`src/rtl/isi_channel_fir_pkg.sv`:
```
// Shared constants and helpers for the isi_channel_fir PAM-4 channel model.
// Optional noise source is enabled with the ISI_CHANNEL_NOISE_EN macro.
package isi_channel_pkg;

  localparam logic signed [7:0] PAM4_NEG3 = -8'sd48;
  localparam logic signed [7:0] PAM4_NEG1 = -8'sd16;
  localparam logic signed [7:0] PAM4_POS1 = 8'sd16;
  localparam logic signed [7:0] PAM4_POS3 = 8'sd48;

  // Galois form of x^16+x^14+x^13+x^11+1, right-shifting.
  localparam logic [15:0] LFSR_POLY = 16'hB400;
  localparam logic [15:0] LFSR_SEED = 16'hACE1;

  function automatic int acc_width(input int sig_w, input int coef_w, input int taps);
    return sig_w + coef_w + $clog2(taps);
  endfunction

  function automatic logic signed [63:0] saturate(input logic signed [63:0] val,
                                                  input int width);
    logic signed [63:0] max_v;
    logic signed [63:0] min_v;
    max_v = (64'sd1 <<< (width - 32'sd1)) - 64'sd1;
    min_v = -max_v - 64'sd1;
    if (val > max_v) begin
      saturate = max_v;
    end else if (val < min_v) begin
      saturate = min_v;
    end else begin
      saturate = val;
    end
  endfunction

endpackage

```
`src/rtl/isi_channel_fir_if.sv`:
```
// Sample-stream handshake bundle for isi_channel_fir (input and output sides).
interface isi_channel_fir_if #(
  parameter int SIGNAL_RESOLUTION = 8
) ();
  logic signed [SIGNAL_RESOLUTION-1:0] signal_in;
  logic                                signal_in_valid;
  logic                                signal_in_ready;
  logic signed [SIGNAL_RESOLUTION-1:0] signal_out;
  logic                                signal_out_valid;
  logic                                signal_out_ready;

  modport master (
    output signal_in, signal_in_valid, signal_out_ready,
    input  signal_in_ready, signal_out, signal_out_valid
  );

  modport slave (
    input  signal_in, signal_in_valid, signal_out_ready,
    output signal_in_ready, signal_out, signal_out_valid
  );
endinterface

```
`src/rtl/isi_noise_lfsr.sv`:
```
// 16-bit Galois LFSR noise source; compiled only when ISI_CHANNEL_NOISE_EN is defined.
`ifdef ISI_CHANNEL_NOISE_EN
module isi_noise_lfsr
  import isi_channel_pkg::*;
#(
  parameter int NOISE_BITS = 3
) (
  input  logic                         clk,
  input  logic                         rstn,
  input  logic                         step,
  output logic signed [NOISE_BITS-1:0] noise
);
  logic [15:0] state_r;

  assign noise = $signed(state_r[NOISE_BITS-1:0]);

  // LFSR state: seeded on reset, advances once per accepted sample.
  always_ff @(posedge clk) begin
    if (!rstn) begin
      state_r <= LFSR_SEED;
    end else if (step) begin
      state_r <= {1'b0, state_r[15:1]} ^ (state_r[0] ? LFSR_POLY : 16'h0000);
    end else begin
      state_r <= state_r;
    end
  end
endmodule
`endif

```
`src/rtl/isi_channel_fir.sv`:
```
// PAM-4 ISI channel: two-stage FIR over a runtime pulse response with saturation.
// Define ISI_CHANNEL_NOISE_EN to add LFSR noise before saturation.
module isi_channel_fir
  import isi_channel_pkg::*;
#(
  parameter int SIGNAL_RESOLUTION = 8,
  parameter int TAP_COUNT         = 4,
  parameter int COEF_WIDTH        = 8,
  parameter int COEF_FRAC         = 6,
  parameter int NOISE_BITS        = 3
) (
  input  logic                          clk,
  input  logic                          rstn,
  isi_channel_fir_if.slave              stream,
  input  logic                          coef_wr_en,
  input  logic [$clog2(TAP_COUNT)-1:0]  coef_wr_addr,
  input  logic signed [COEF_WIDTH-1:0]  coef_wr_data,
  input  logic                          coef_commit,
  output logic [15:0]                   sat_cnt
);
  localparam int AW    = $clog2(TAP_COUNT);
  localparam int PW    = SIGNAL_RESOLUTION + COEF_WIDTH;
  localparam int ACC_W = acc_width(SIGNAL_RESOLUTION, COEF_WIDTH, TAP_COUNT);
  localparam int SW    = ACC_W + 1;
  localparam logic signed [COEF_WIDTH-1:0] COEF_ONE = COEF_WIDTH'(32'sd1 <<< COEF_FRAC);

  logic                                advance_s;
  logic                                accept_s;
  logic signed [SIGNAL_RESOLUTION-1:0] hist_r     [TAP_COUNT-1];
  logic signed [SIGNAL_RESOLUTION-1:0] tap_s      [TAP_COUNT];
  logic signed [COEF_WIDTH-1:0]        coef_act_r [TAP_COUNT];
  logic signed [COEF_WIDTH-1:0]        coef_shd_r [TAP_COUNT];
  logic signed [PW-1:0]                prod_r     [TAP_COUNT];
  logic                                s1_valid_r;
  logic signed [NOISE_BITS-1:0]        noise_s;
  logic signed [NOISE_BITS-1:0]        s1_noise_r;
  logic signed [ACC_W-1:0]             sum_s;
  logic signed [ACC_W-1:0]             shifted_s;
  logic signed [SW-1:0]                pre_sat_s;
  logic signed [63:0]                  wide_s;
  logic signed [63:0]                  sat_s;
  logic                                clip_s;
  logic signed [SIGNAL_RESOLUTION-1:0] out_r;
  logic                                out_valid_r;
  logic [15:0]                         sat_cnt_r;

  // Both stages move together; the input side only sees downstream state.
  assign advance_s              = !out_valid_r || stream.signal_out_ready;
  assign accept_s               = stream.signal_in_valid && advance_s;
  assign stream.signal_in_ready = advance_s;
  assign stream.signal_out      = out_r;
  assign stream.signal_out_valid = out_valid_r;
  assign sat_cnt                = sat_cnt_r;

`ifdef ISI_CHANNEL_NOISE_EN
  isi_noise_lfsr #(.NOISE_BITS(NOISE_BITS)) u_noise (
    .clk   (clk),
    .rstn  (rstn),
    .step  (accept_s),
    .noise (noise_s)
  );
`else
  assign noise_s = '0;
`endif

  // Tap vector: current sample at the cursor, then the delay line.
  always_comb begin
    tap_s[0] = stream.signal_in;
    for (int k = 1; k < TAP_COUNT; k++) begin
      tap_s[k] = hist_r[k-1];
    end
  end

  // Delay line shifts only on accepted samples.
  always_ff @(posedge clk) begin
    if (!rstn) begin
      for (int k = 0; k < TAP_COUNT - 1; k++) hist_r[k] <= '0;
    end else if (accept_s) begin
      hist_r[0] <= stream.signal_in;
      for (int k = 1; k < TAP_COUNT - 1; k++) hist_r[k] <= hist_r[k-1];
    end else begin
      for (int k = 0; k < TAP_COUNT - 1; k++) hist_r[k] <= hist_r[k];
    end
  end

  // Coefficient banks; commit copies the pre-write shadow thanks to NBA ordering.
  always_ff @(posedge clk) begin
    if (!rstn) begin
      for (int k = 0; k < TAP_COUNT; k++) begin
        coef_act_r[k] <= (k == 0) ? COEF_ONE : '0;
        coef_shd_r[k] <= (k == 0) ? COEF_ONE : '0;
      end
    end else begin
      for (int k = 0; k < TAP_COUNT; k++) begin
        if (coef_wr_en && (coef_wr_addr == AW'(k))) begin
          coef_shd_r[k] <= coef_wr_data;
        end else begin
          coef_shd_r[k] <= coef_shd_r[k];
        end
        if (coef_commit) begin
          coef_act_r[k] <= coef_shd_r[k];
        end else begin
          coef_act_r[k] <= coef_act_r[k];
        end
      end
    end
  end

  // Stage 1: tap products against the active bank.
  always_ff @(posedge clk) begin
    if (!rstn) begin
      s1_valid_r <= 1'b0;
      s1_noise_r <= '0;
      for (int k = 0; k < TAP_COUNT; k++) prod_r[k] <= '0;
    end else if (advance_s) begin
      s1_valid_r <= accept_s;
      s1_noise_r <= noise_s;
      for (int k = 0; k < TAP_COUNT; k++) begin
        prod_r[k] <= PW'(tap_s[k]) * PW'(coef_act_r[k]);
      end
    end else begin
      s1_valid_r <= s1_valid_r;
      s1_noise_r <= s1_noise_r;
      for (int k = 0; k < TAP_COUNT; k++) prod_r[k] <= prod_r[k];
    end
  end

  // Sum, floor-shift out the fraction, add noise and clamp.
  always_comb begin
    sum_s = '0;
    for (int k = 0; k < TAP_COUNT; k++) begin
      sum_s = sum_s + ACC_W'(prod_r[k]);
    end
    shifted_s = sum_s >>> COEF_FRAC;
    pre_sat_s = SW'(shifted_s) + SW'(s1_noise_r);
    wide_s    = 64'(pre_sat_s);
    sat_s     = saturate(wide_s, SIGNAL_RESOLUTION);
    clip_s    = (sat_s != wide_s);
  end

  // Stage 2: output register and sticky saturation counter.
  always_ff @(posedge clk) begin
    if (!rstn) begin
      out_r       <= '0;
      out_valid_r <= 1'b0;
      sat_cnt_r   <= 16'h0000;
    end else if (advance_s) begin
      out_valid_r <= s1_valid_r;
      if (s1_valid_r) begin
        out_r <= sat_s[SIGNAL_RESOLUTION-1:0];
      end else begin
        out_r <= out_r;
      end
      if (s1_valid_r && clip_s && (sat_cnt_r != 16'hFFFF)) begin
        sat_cnt_r <= sat_cnt_r + 16'h0001;
      end else begin
        sat_cnt_r <= sat_cnt_r;
      end
    end else begin
      out_r       <= out_r;
      out_valid_r <= out_valid_r;
      sat_cnt_r   <= sat_cnt_r;
    end
  end
endmodule

```
`src/flat_wrapper.sv`:
```
// flat-port wrapper written by rule: the top's interface ports become plain ports
module isi_channel_fir_flat import isi_channel_pkg::*;
#(
  parameter int SIGNAL_RESOLUTION = 8,
  parameter int TAP_COUNT         = 4,
  parameter int COEF_WIDTH        = 8,
  parameter int COEF_FRAC         = 6,
  parameter int NOISE_BITS        = 3
)
  (clk, rstn, coef_wr_en, coef_wr_addr, coef_wr_data, coef_commit, sat_cnt, stream_signal_in, stream_signal_in_valid, stream_signal_out_ready, stream_signal_in_ready, stream_signal_out, stream_signal_out_valid);
  isi_channel_fir_if #(.SIGNAL_RESOLUTION(SIGNAL_RESOLUTION)) stream_i ();
  input  logic clk;
  input  logic rstn;
  input  logic coef_wr_en;
  input  logic [$clog2(TAP_COUNT)-1:0] coef_wr_addr;
  input  logic signed [COEF_WIDTH-1:0] coef_wr_data;
  input  logic coef_commit;
  output logic [15:0] sat_cnt;
  input wire logic [$bits(stream_i.signal_in)-1:0] stream_signal_in;
  input wire logic [$bits(stream_i.signal_in_valid)-1:0] stream_signal_in_valid;
  input wire logic [$bits(stream_i.signal_out_ready)-1:0] stream_signal_out_ready;
  output wire logic [$bits(stream_i.signal_in_ready)-1:0] stream_signal_in_ready;
  output wire logic [$bits(stream_i.signal_out)-1:0] stream_signal_out;
  output wire logic [$bits(stream_i.signal_out_valid)-1:0] stream_signal_out_valid;
  assign stream_i.signal_in = stream_signal_in;
  assign stream_i.signal_in_valid = stream_signal_in_valid;
  assign stream_i.signal_out_ready = stream_signal_out_ready;
  assign stream_signal_in_ready = stream_i.signal_in_ready;
  assign stream_signal_out = stream_i.signal_out;
  assign stream_signal_out_valid = stream_i.signal_out_valid;
  isi_channel_fir #(.SIGNAL_RESOLUTION(SIGNAL_RESOLUTION), .TAP_COUNT(TAP_COUNT), .COEF_WIDTH(COEF_WIDTH), .COEF_FRAC(COEF_FRAC), .NOISE_BITS(NOISE_BITS)) u_core (.clk(clk), .rstn(rstn), .stream(stream_i), .coef_wr_en(coef_wr_en), .coef_wr_addr(coef_wr_addr), .coef_wr_data(coef_wr_data), .coef_commit(coef_commit), .sat_cnt(sat_cnt));
endmodule
```
`config.mk`:
```
export PLATFORM = sky130hd
export DESIGN_NAME = isi_channel_fir_flat
export DESIGN_NICKNAME = d
export VERILOG_FILES = /design/src/rtl/isi_channel_fir_pkg.sv /design/src/rtl/isi_channel_fir_if.sv /design/src/rtl/isi_noise_lfsr.sv /design/src/rtl/isi_channel_fir.sv /design/src/flat_wrapper.sv
export SDC_FILE = /design/constraint.sdc
export NUM_CORES = 1
export LEC_CHECK = 0
export BUFFER_PORTS_ARGS = -buffer_cell sky130_fd_sc_hd__buf_2
export CAP_MARGIN = 20
export CORE_MARGIN = 2
export CORE_UTILIZATION = 45
export DETAILED_ROUTE_END_ITERATION = 8
export PLACE_DENSITY_LB_ADDON = 0.2
export SLEW_MARGIN = 30
export SYNTH_ARGS = -nofsm -noshare
export SYNTH_HDL_FRONTEND = slang
export SYNTH_SLANG_ARGS = --single-unit
```
`constraint.sdc`:
```
create_clock -name clk -period 17.6 [get_ports clk]
set_input_delay 5.28 -clock clk [delete_from_list [all_inputs] [get_ports clk]]
set_output_delay 5.28 -clock clk [all_outputs]
set_load 0.03 [all_outputs]
```
==> run_results.csv, run 1 <==
group,metric,value,unit
cts,htreeDepth,4,
logic_synthesis,synth_edf_count,152,
die,fp.coreArea,39800,um^2
power,leakage,9.21,nW
critical_path,crit_top_cell,"buf_2",
cts,clockRootBuffer,"clkbuf_16",
status,status,"complete, no violations",
power,power.density,139,nW/um^2
sta,setup_viol,0,
critical_path,crit_fanout,13,
critical_path,r2r-end,"u_core.sat_cnt[13]",
logic_synthesis,synthCells,1766,
power,p_comb_share,62.6,%
global_route,grt_max_degree,64,
power,seq_power_share,22.2,%
worst_hold_path,holdPathStages,2,
placed_design,hpwl,30900,um
cts,cts_resized,0,
sta,drv_slew,0,
placed_design,numPortBuffers,49,
logic_synthesis,ys_ff_latch,178,
logic_synthesis,syn_area,18200,um^2
drt,drc,0,
placed_design,pre_cts_ws,5.95,ns
global_route,overflow,0,
logic_synthesis,synth_top_area_share,27.7,%
drt,dr.pass1.iters,5,
sta,period_needed,11.64,ns
drt,postRouteAntennaNets,0,
drt,wirelength,38000,um
sta,worst_slack,5.96,ns
sta,hold_viol_final,0,
finish,drive_gt1_share,6.16,%
critical_path,crit_required,12.32,ns
sta,rsz0062_at_grt,"false",
sta,min_period_over_period,66.1,%
critical_path,r2r_slack,11.83,ns
cts,cts_hold_buffers,0,
global_route,grt_pass1_vias,12407,
logic_synthesis,synth.avg_cell_area,10.3,um^2
worst_hold_path,worstHoldEndpoint,"u_core.sat_cnt[10]",
power,p_int,1.51,mW
critical_path,critPathKind,"in2out",
drt,drtIter0Drc,483,
critical_path,arrival,6.36,ns
critical_path,path_cells,"buf_2 -> nor2b_1 -> inv_1 -> buf_2",
critical_path,r2r_start,"u_core.prod_r[1][8]",
finish,fill_cells,3711,
power,p_sw_share,44.9,%
critical_path,cp-start-kind,"primary input",
cts,cts_tree,"done",
power,p_clk_share,15.2,%
critical_path,endpoint_kind,"output pin",
global_route,grt_pass1_wl,63200,um
logic_synthesis,syn-num-nets,2175,
global_route,track_usage,19.5,%
cts,clock_sinks,178,
sta,fin_setup_tns,0,ns
logic_synthesis,synthFlopType,"edfxtp_1",
drt,vias,11696,
critical_path,ff2ff_path_depth,16,
logic_synthesis,synth.most_common_cell,"inv_1",
critical_path,slowest_stage,"inv_1",
logic_synthesis,synthTopCellsByArea,"fa_1, edfxtp_1, ha_1",
sta,worst_pin_slew,0.822,ns
logic_synthesis,postSynth.asyncResetShare,0,%
die,start_util,45.7,%
sta,max_freq,0.0859,GHz
logic_synthesis,ys_warn_count,0,
die,ioPinCount,50,
logic_synthesis,synth-seq-area-share,27.9,%
sta,max-slew-margin-rel,45.2,%
drt,wl_per_cell,16.2,um
critical_path,slowest_delay,0.37,ns
global_route,antenna_found_initial,2,
worst_hold_path,worstHoldStart,"u_core.sat_cnt[10]",
cts,clock_latency,0.46,ns
drt,routed_via_density,4.99,
die,die-area,42100,um^2
die,rows,73,
cts,post_cts_buffers,0,
sta,fin_worst_skew,0.0149,ns
power,ir_drop,0.000130,V
logic_synthesis,yosys-top-cells-count,"inv_1, fa_1, and2_1",
finish,final_net_count,2215,
logic_synthesis,yosysUniqueCellTypes,68,
finish,area_growth,7.93,%
power,p_sw,1.23,mW
die,die-width,205,um
worst_hold_path,hp-class,"reg2reg",
flow_run,drv_cap,0,
placed_design,place_congestion,0.832,
die,die_h,205,um
cts,cts_buffers,17,
logic_synthesis,yosysTopAreaCell,"fa_1",
cts,clk_pin_slew,0.06,ns
cts,cts_buffer_depth,2,
[state kept, by name, summed over array words and instances (netlist names)]
signal                          count
u_core.prod_r                      64
u_core.hist_r                      24
u_core.coef_act_r                  32
u_core.sat_cnt                     16
u_core.stream.signal_out_valid      1
u_core.s1_valid_r                   1
u_core.stream.signal_out            8
u_core.coef_shd_r                  32
[worst max path at each step]
stage / cells past startpoint / from / slack (ns) / to
2_1_floorplan: 3 / stream_signal_out_ready / 6.45 / stream_signal_in_ready
3_3_place_gp: 4 / stream_signal_out_ready / 5.97 / stream_signal_in_ready
3_5_place_dp: 4 / stream_signal_out_ready / 5.95 / stream_signal_in_ready
4_1_cts: 4 / stream_signal_out_ready / 5.93 / stream_signal_in_ready
5_1_grt: 4 / stream_signal_out_ready / 5.83 / stream_signal_in_ready
6_report: 4 / stream_signal_out_ready / 5.96 / stream_signal_in_ready
[power groups by stage]
stage               clock (mW)  combinational [mW]  sequential [mW]
finish                   0.417                1.71            0.606
floorplan                    0                1.36            0.602
CTS                      0.426                1.72            0.608
global placement             0                1.68            0.615
global route             0.442                1.95            0.614
detailed placement           0                1.71            0.616
[cell type report]
class | instances | area, um^2 | area share, %
Multi-Input combinational cell | 1171 | 11500 | 58.7
Timing Repair Buffer | 57 | 305 | 1.55
Antenna cell | 1 | 2.50 | 0.0127
Clock buffer | 17 | 425 | 2.16
Inverter | 381 | 1430 | 7.28
Tap cell | 525 | 657 | 3.34
Clock inverter | 13 | 209 | 1.06
Sequential cell | 178 | 5080 | 25.9
[cell families after synthesis]
family	share of synthesized area, %
mux	0.502
flops	27.9
fa+ha+maj	36.8
simple gates	16.8
xor+xnor	3.42
compound gates	5.83
buf+inv	8.72
[layout by cell type, fill, tap and decap left out, drive strengths merged, types with 24 or more instances in the layout]
cell type / count
inv: 384
fa: 252
and2: 212
edfxtp: 152
ha: 133
nand2: 106
nor2: 71
and3: 57
buf: 57
xnor2: 54
a21oi: 38
nand2b: 36
o21ai: 28
dfxtp: 26
a21o: 24
[stage by stage]
step / total power, mW / std cells / area (um^2) / hold slack, ns / utilization, %
after CTS: 2.76 / 2342 / 19600 / 0.483 / 49.3
after floorplan: 1.96 / 1766 / 18200 / 0.456 / -
after global placement: 2.29 / 2312 / 19000 / 0.466 / 47.7
after detailed placement: 2.33 / 2312 / 19000 / 0.471 / 47.7
final: 2.73 / 2343 / 19700 / 0.478 / 49.3
after global routing: 3.01 / 2342 / 19600 / 0.495 / 49.3
[critical path: cells and delay by family]
kind | cells | cell delay (ns)
simple gates | 1 | 0.31
buf+inv | 3 | 0.76
[per-layer routing]
| layer | part of all wire (%) | GRT usage [%] | up-vias | wire length [um] |
|---|---|---|---|---|
| met3 | 3.9 | 2.86 | 47 | 1480 |
| li1 | - | - | 5639 | - |
| met4 | 1.9 | 5.50 | 2 | 711 |
| met2 | 48 | 33.2 | 209 | 18400 |
| met5 | 0.034 | 0 | - | 13 |
| met1 | 46 | 25.9 | 5799 | 17400 |
Note: power is estimated with default switching activity, not from simulation.
==> inputs of run 2 (changes only) <==
clock period = 11.2 ns   (was 17.6 ns; I/O delays follow)
==> run_results.csv, run 2 (synthesized netlist as in run 1, its figures left out) <==
group,metric,value,unit
sta,max-slew-margin-rel,45.3,%
sta,holdWs,0.477,ns
die,die_h,205,um
cts,clk_pin_slew,0.07,ns
global_route,grt_pass1_vias,12095,
drt,dr.pass1.iters,4,
cts,post_cts_buffers,0,
drt,wl_met1,18000,um
critical_path,path_cells,"buf_2 -> nor2b_1 -> inv_1 -> buf_2",
status,status,"complete, no violations",
critical_path,cp_top_family,"buffers and inverters",
sta,drv_slew,0,
placed_design,hpwl,30900,um
critical_path,endpoint_kind,"output pin",
drt,wl_met3,1160,um
cts,clock_latency,0.46,ns
die,start_util,45.7,%
placed_design,pre_cts_ws,3.40,ns
power,finalPower,4.29,mW
drt,wl_met2,18500,um
critical_path,critPathKind,"in2out",
finish,seq_area,5080,um^2
finish,area_growth,7.85,%
cts,cts_hold_buffers,0,
cts,cts_tree,"done",
drt,vias,11651,
global_route,overflow,0,
sta,hold_viol_final,0,
finish,multi_input_area,11500,um^2
placed_design,numPortBuffers,49,
sta,max_freq,0.129,GHz
power,ir_drop,0.000183,V
drt,wirelength,38100,um
critical_path,crit_top_cell,"buf_2",
finish,top_regs,"u_core.prod_r (64), u_core.coef_act_r (32), u_core.coef_shd_r (32)",
cts,cts_buffers,17,
finish,drive_gt1_share,6.27,%
sta,worst_pin_slew,0.819,ns
critical_path,crit_fanout,13,
sta,min_period_over_period,69.4,%
die,fp.coreArea,39800,um^2
cts,clock_sinks,178,
finish,final_net_count,2215,
critical_path,slowest_stage,"inv_1",
cts,htreeDepth,4,
drt,postRouteAntennaNets,0,
placed_design,place_congestion,0.815,
placed_design,post_dp_cell_area,19000,um^2
cts,cts_resized,0,
sta,fin_worst_skew,0.0165,ns
critical_path,crit_required,7.84,ns
critical_path,cp-start-kind,"primary input",
drt,top_layer,"met4",
die,die-width,205,um
finish,fill_cells,3725,
cts,clockRootBuffer,"clkbuf_16",
cts,cts_buffer_depth,2,
global_route,grt_pass1_wl,63600,um
worst_hold_path,hp-class,"reg2reg",
sta,rsz0062_at_grt,"false",
power,power.density,218,nW/um^2
sta,worst_slack,3.42,ns
critical_path,slowest_delay,0.36,ns
global_route,track_usage,19.5,%
drt,routed_via_density,4.97,
sta,period_needed,7.78,ns
die,ioPinCount,50,
drt,drtIter0Drc,476,
global_route,grt_max_degree,65,
finish,fin_area,19600,um^2
critical_path,path_buf_inv,3,
finish,largest-register,"u_core.prod_r",
finish,final_cell_mix,"inv_1, fa_1, and2_1",
sta,fin_setup_tns,0,ns
finish,largest_register_ffs,64,
flow_run,drv_cap,0,
drt,wl_per_cell,16.2,um
drt,drc,0,
die,rows,73,
finish,layout_commonest_cell,"inv_1",
die,die-area,42100,um^2
global_route,antenna_found_initial,1,
power,leakage,9.20,nW
sta,setup_viol,0,
critical_path,arrival,4.42,ns
-- run 2: cell types whose count changed in the layout (fill, tap and decap cells not counted), sizes merged --
cell    previous run  this run
inv              384       388
bufinv             5         3
-- run 2: area by class of cell --
| type | instances | share of cell area, % |
|---|---|---|
| timing repair buffer | 57 | 1.55 |
| clock buffer | 17 | 2.17 |
| inverter | 381 | 7.28 |
| clock inverter | 15 | 0.988 |
| tap | 525 | 3.35 |
| multi-input combinational | 1171 | 58.8 |
| sequential | 178 | 25.9 |
| antenna | 1 | 0.0127 |
-- run 2: where the power goes --
part           internal (mW)  total [mW]  switching [mW]  leakage (nW)
clock                  0.358       0.645           0.287         0.299
combinational           1.11        2.69            1.58          7.02
sequential             0.864       0.952          0.0873          1.88
-- run 2: path summary, 6_finish.rpt --
check | from | to | slack, ns | depth (start not counted)
setup / recovery | stream_signal_out_ready | stream_signal_in_ready | 3.42 | 4
hold reg to reg | u_core.sat_cnt[12] | u_core.sat_cnt[12] | 0.48 | 2
setup reg to reg | u_core.prod_r[3][3] | u_core.sat_cnt[9] | 5.50 | 17
hold / removal | u_core.sat_cnt[12] | u_core.sat_cnt[12] | 0.48 | 2
-- run 2: metrics by stage --
| stage | utilization, % | std cells |
|---|---|---|
| 2_1_floorplan | - | 1766 |
| 3_3_place_gp | 47.7 | 2312 |
| 3_5_place_dp | 47.7 | 2312 |
| 4_1_cts | 49.3 | 2344 |
| 5_1_grt | 49.3 | 2344 |
| 6_report | 49.3 | 2345 |
-- run 2: tightest hold or removal path: cells and delay by family, from the launching register on --
family	cells	cell delay [ns]
flip-flops	1	0.32
AO/OA/AOI/OAI	1	0.06
AND/OR/NAND/NOR	1	0.05
-- run 2: per-layer routing --
metal	GRT usage [%]	up-vias
met5	0	-
met4	4.65	0
met3	2.70	25
met2	32.5	156
met1	27.0	5828
li1	-	5642
==> inputs of run 3 (changes only) <==
clock period = 6.55 ns   (was 11.2 ns; I/O delays follow)
==> run_results.csv, run 3 (synthesized netlist as in run 1, its figures left out) <==
group,metric,value,unit
critical_path,critPathKind,"in2reg",
sta,max_freq,0.174,GHz
worst_hold_path,worstHoldStart,"u_core.sat_cnt[12]",
worst_hold_path,hp-class,"reg2reg",
critical_path,path_cells,"buf_2 -> and2_1 -> fa_1 -> inv_1 -> fa_1 -> fa_1 -> fa_1 -> inv_1 -> ha_1 -> nor2b_1 -> o21ai_0 -> a21oi_1 -> o21ai_0 -> nand2b_1 -> a21o_1 -> a21o_1 -> a31oi_1 -> mux2i_1",
global_route,grt_pass1_wl,63300,um
cts,cts_hold_buffers,0,
drt,routed_via_density,4.98,
flow_run,drv_cap,0,
finish,largest_register_ffs,64,
finish,post-route-util,49.3,%
power,ir_drop,0.000340,V
critical_path,slowest_delay,0.50,ns
critical_path,slowest_stage,"fa_1",
finish,layout_commonest_cell,"inv_1",
cts,htreeDepth,4,
critical_path,cp_top_family,"adder cells",
global_route,grt_pass1_vias,12089,
sta,period_needed,5.73,ns
cts,clk_pin_slew,0.08,ns
critical_path,crit_top_cell,"fa_1",
placed_design,numPortBuffers,49,
die,fp.coreArea,39800,um^2
drt,vias,11683,
sta,drv_slew,0,
cts,clockRootBuffer,"clkbuf_16",
placed_design,place_congestion,0.836,
finish,area_growth,7.90,%
drt,wl_per_cell,16.2,um
finish,final_cell_mix,"inv_1, fa_1, and2_1",
critical_path,crit_required,6.87,ns
cts,cts_resized,0,
placed_design,hpwl,31000,um
global_route,antenna_found_initial,1,
sta,fin_worst_skew,0.0142,ns
power,finalPower,7.29,mW
die,rows,73,
critical_path,endpoint_kind,"register",
critical_path,arrival,6.05,ns
finish,drive_gt1_share,6.38,%
sta,worst_pin_slew,0.791,ns
die,ioPinCount,50,
critical_path,cp-startpoint,"stream_signal_in[3]",
global_route,grt_max_degree,39,
drt,drtIter0Drc,507,
sta,min_period_over_period,87.5,%
critical_path,cp-start-kind,"primary input",
status,status,"complete, no violations",
sta,hold_viol_final,0,
sta,rsz0062_at_grt,"false",
finish,final_net_count,2215,
sta,max-slew-margin-rel,46.5,%
drt,dr.pass1.iters,6,
cts,cts_buffer_depth,2,
drt,wirelength,38000,um
die,die_h,205,um
cts,cts_tree,"done",
sta,fin_setup_tns,0,ns
cts,clock_latency,0.47,ns
die,die-area,42100,um^2
cts,post_cts_buffers,0,
drt,postRouteAntennaNets,0,
power,leakage,9.20,nW
die,start_util,45.7,%
global_route,track_usage,19.5,%
placed_design,dp.cells,2312,
drt,drc,0,
sta,setup_viol,0,
sta,holdWs,0.485,ns
finish,stdcell_count,2345,
cts,clock_sinks,178,
cts,cts_buffers,17,
critical_path,path_buf_inv,3,
global_route,overflow,0,
finish,top_regs,"u_core.prod_r (64), u_core.coef_act_r (32), u_core.coef_shd_r (32)",
finish,largest-register,"u_core.prod_r",
die,die-width,205,um
power,power.density,371,nW/um^2
critical_path,r2r_start,"u_core.prod_r[3][8]",
critical_path,crit_fanout,9,
## run 3: tightest hold or removal path, cell delays in order (launching register included)
cell     delay [ns]
dfxtp_1        0.33
nand2_1        0.05
o21ai_0        0.06
## run 3: routing by layer
layer	vias up	global-route usage (%)	wire (um)
met3	37	3.34	1290
met1	5830	26.7	17900
li1	5643	-	-
met4	0	4.60	521
met5	-	0	0
met2	173	32.3	18300
## run 3: cell type report
type / count / area [um^2]
fill: 3739 / 20200
multi-input combinational: 1171 / 11500
sequential: 178 / 5080
inverter: 381 / 1430
tap: 525 / 657
clock buffer: 17 / 425
timing repair buffer: 57 / 305
clock inverter: 15 / 194
antenna: 1 / 2.50
## run 3: final timing paths
path / depth (start not counted) / slack [ns] / end
setup / recovery: 18 / 0.82 / u_core.prod_r[0][14]
hold / removal: 2 / 0.49 / u_core.sat_cnt[12]
setup reg to reg: 16 / 0.84 / u_core.sat_cnt[5]
hold reg to reg: 2 / 0.49 / u_core.sat_cnt[12]
## run 3: stage by stage
stage | cell area [um^2] | setup slack [ns]
after floorplan | 18200 | 0.571
after global placement | 19000 | 0.352
after detailed placement | 19000 | 0.324
after CTS | 19600 | 0.795
after global routing | 19600 | 0.408
final | 19600 | 0.816
## run 3: power breakdown
group / switching (mW) / leakage [nW] / internal [mW]
logic: 2.71 / 7.02 / 1.90
registers: 0.141 / 1.88 / 1.48
clock network: 0.543 / 0.300 / 0.525
total: 3.39 / 9.20 / 3.90
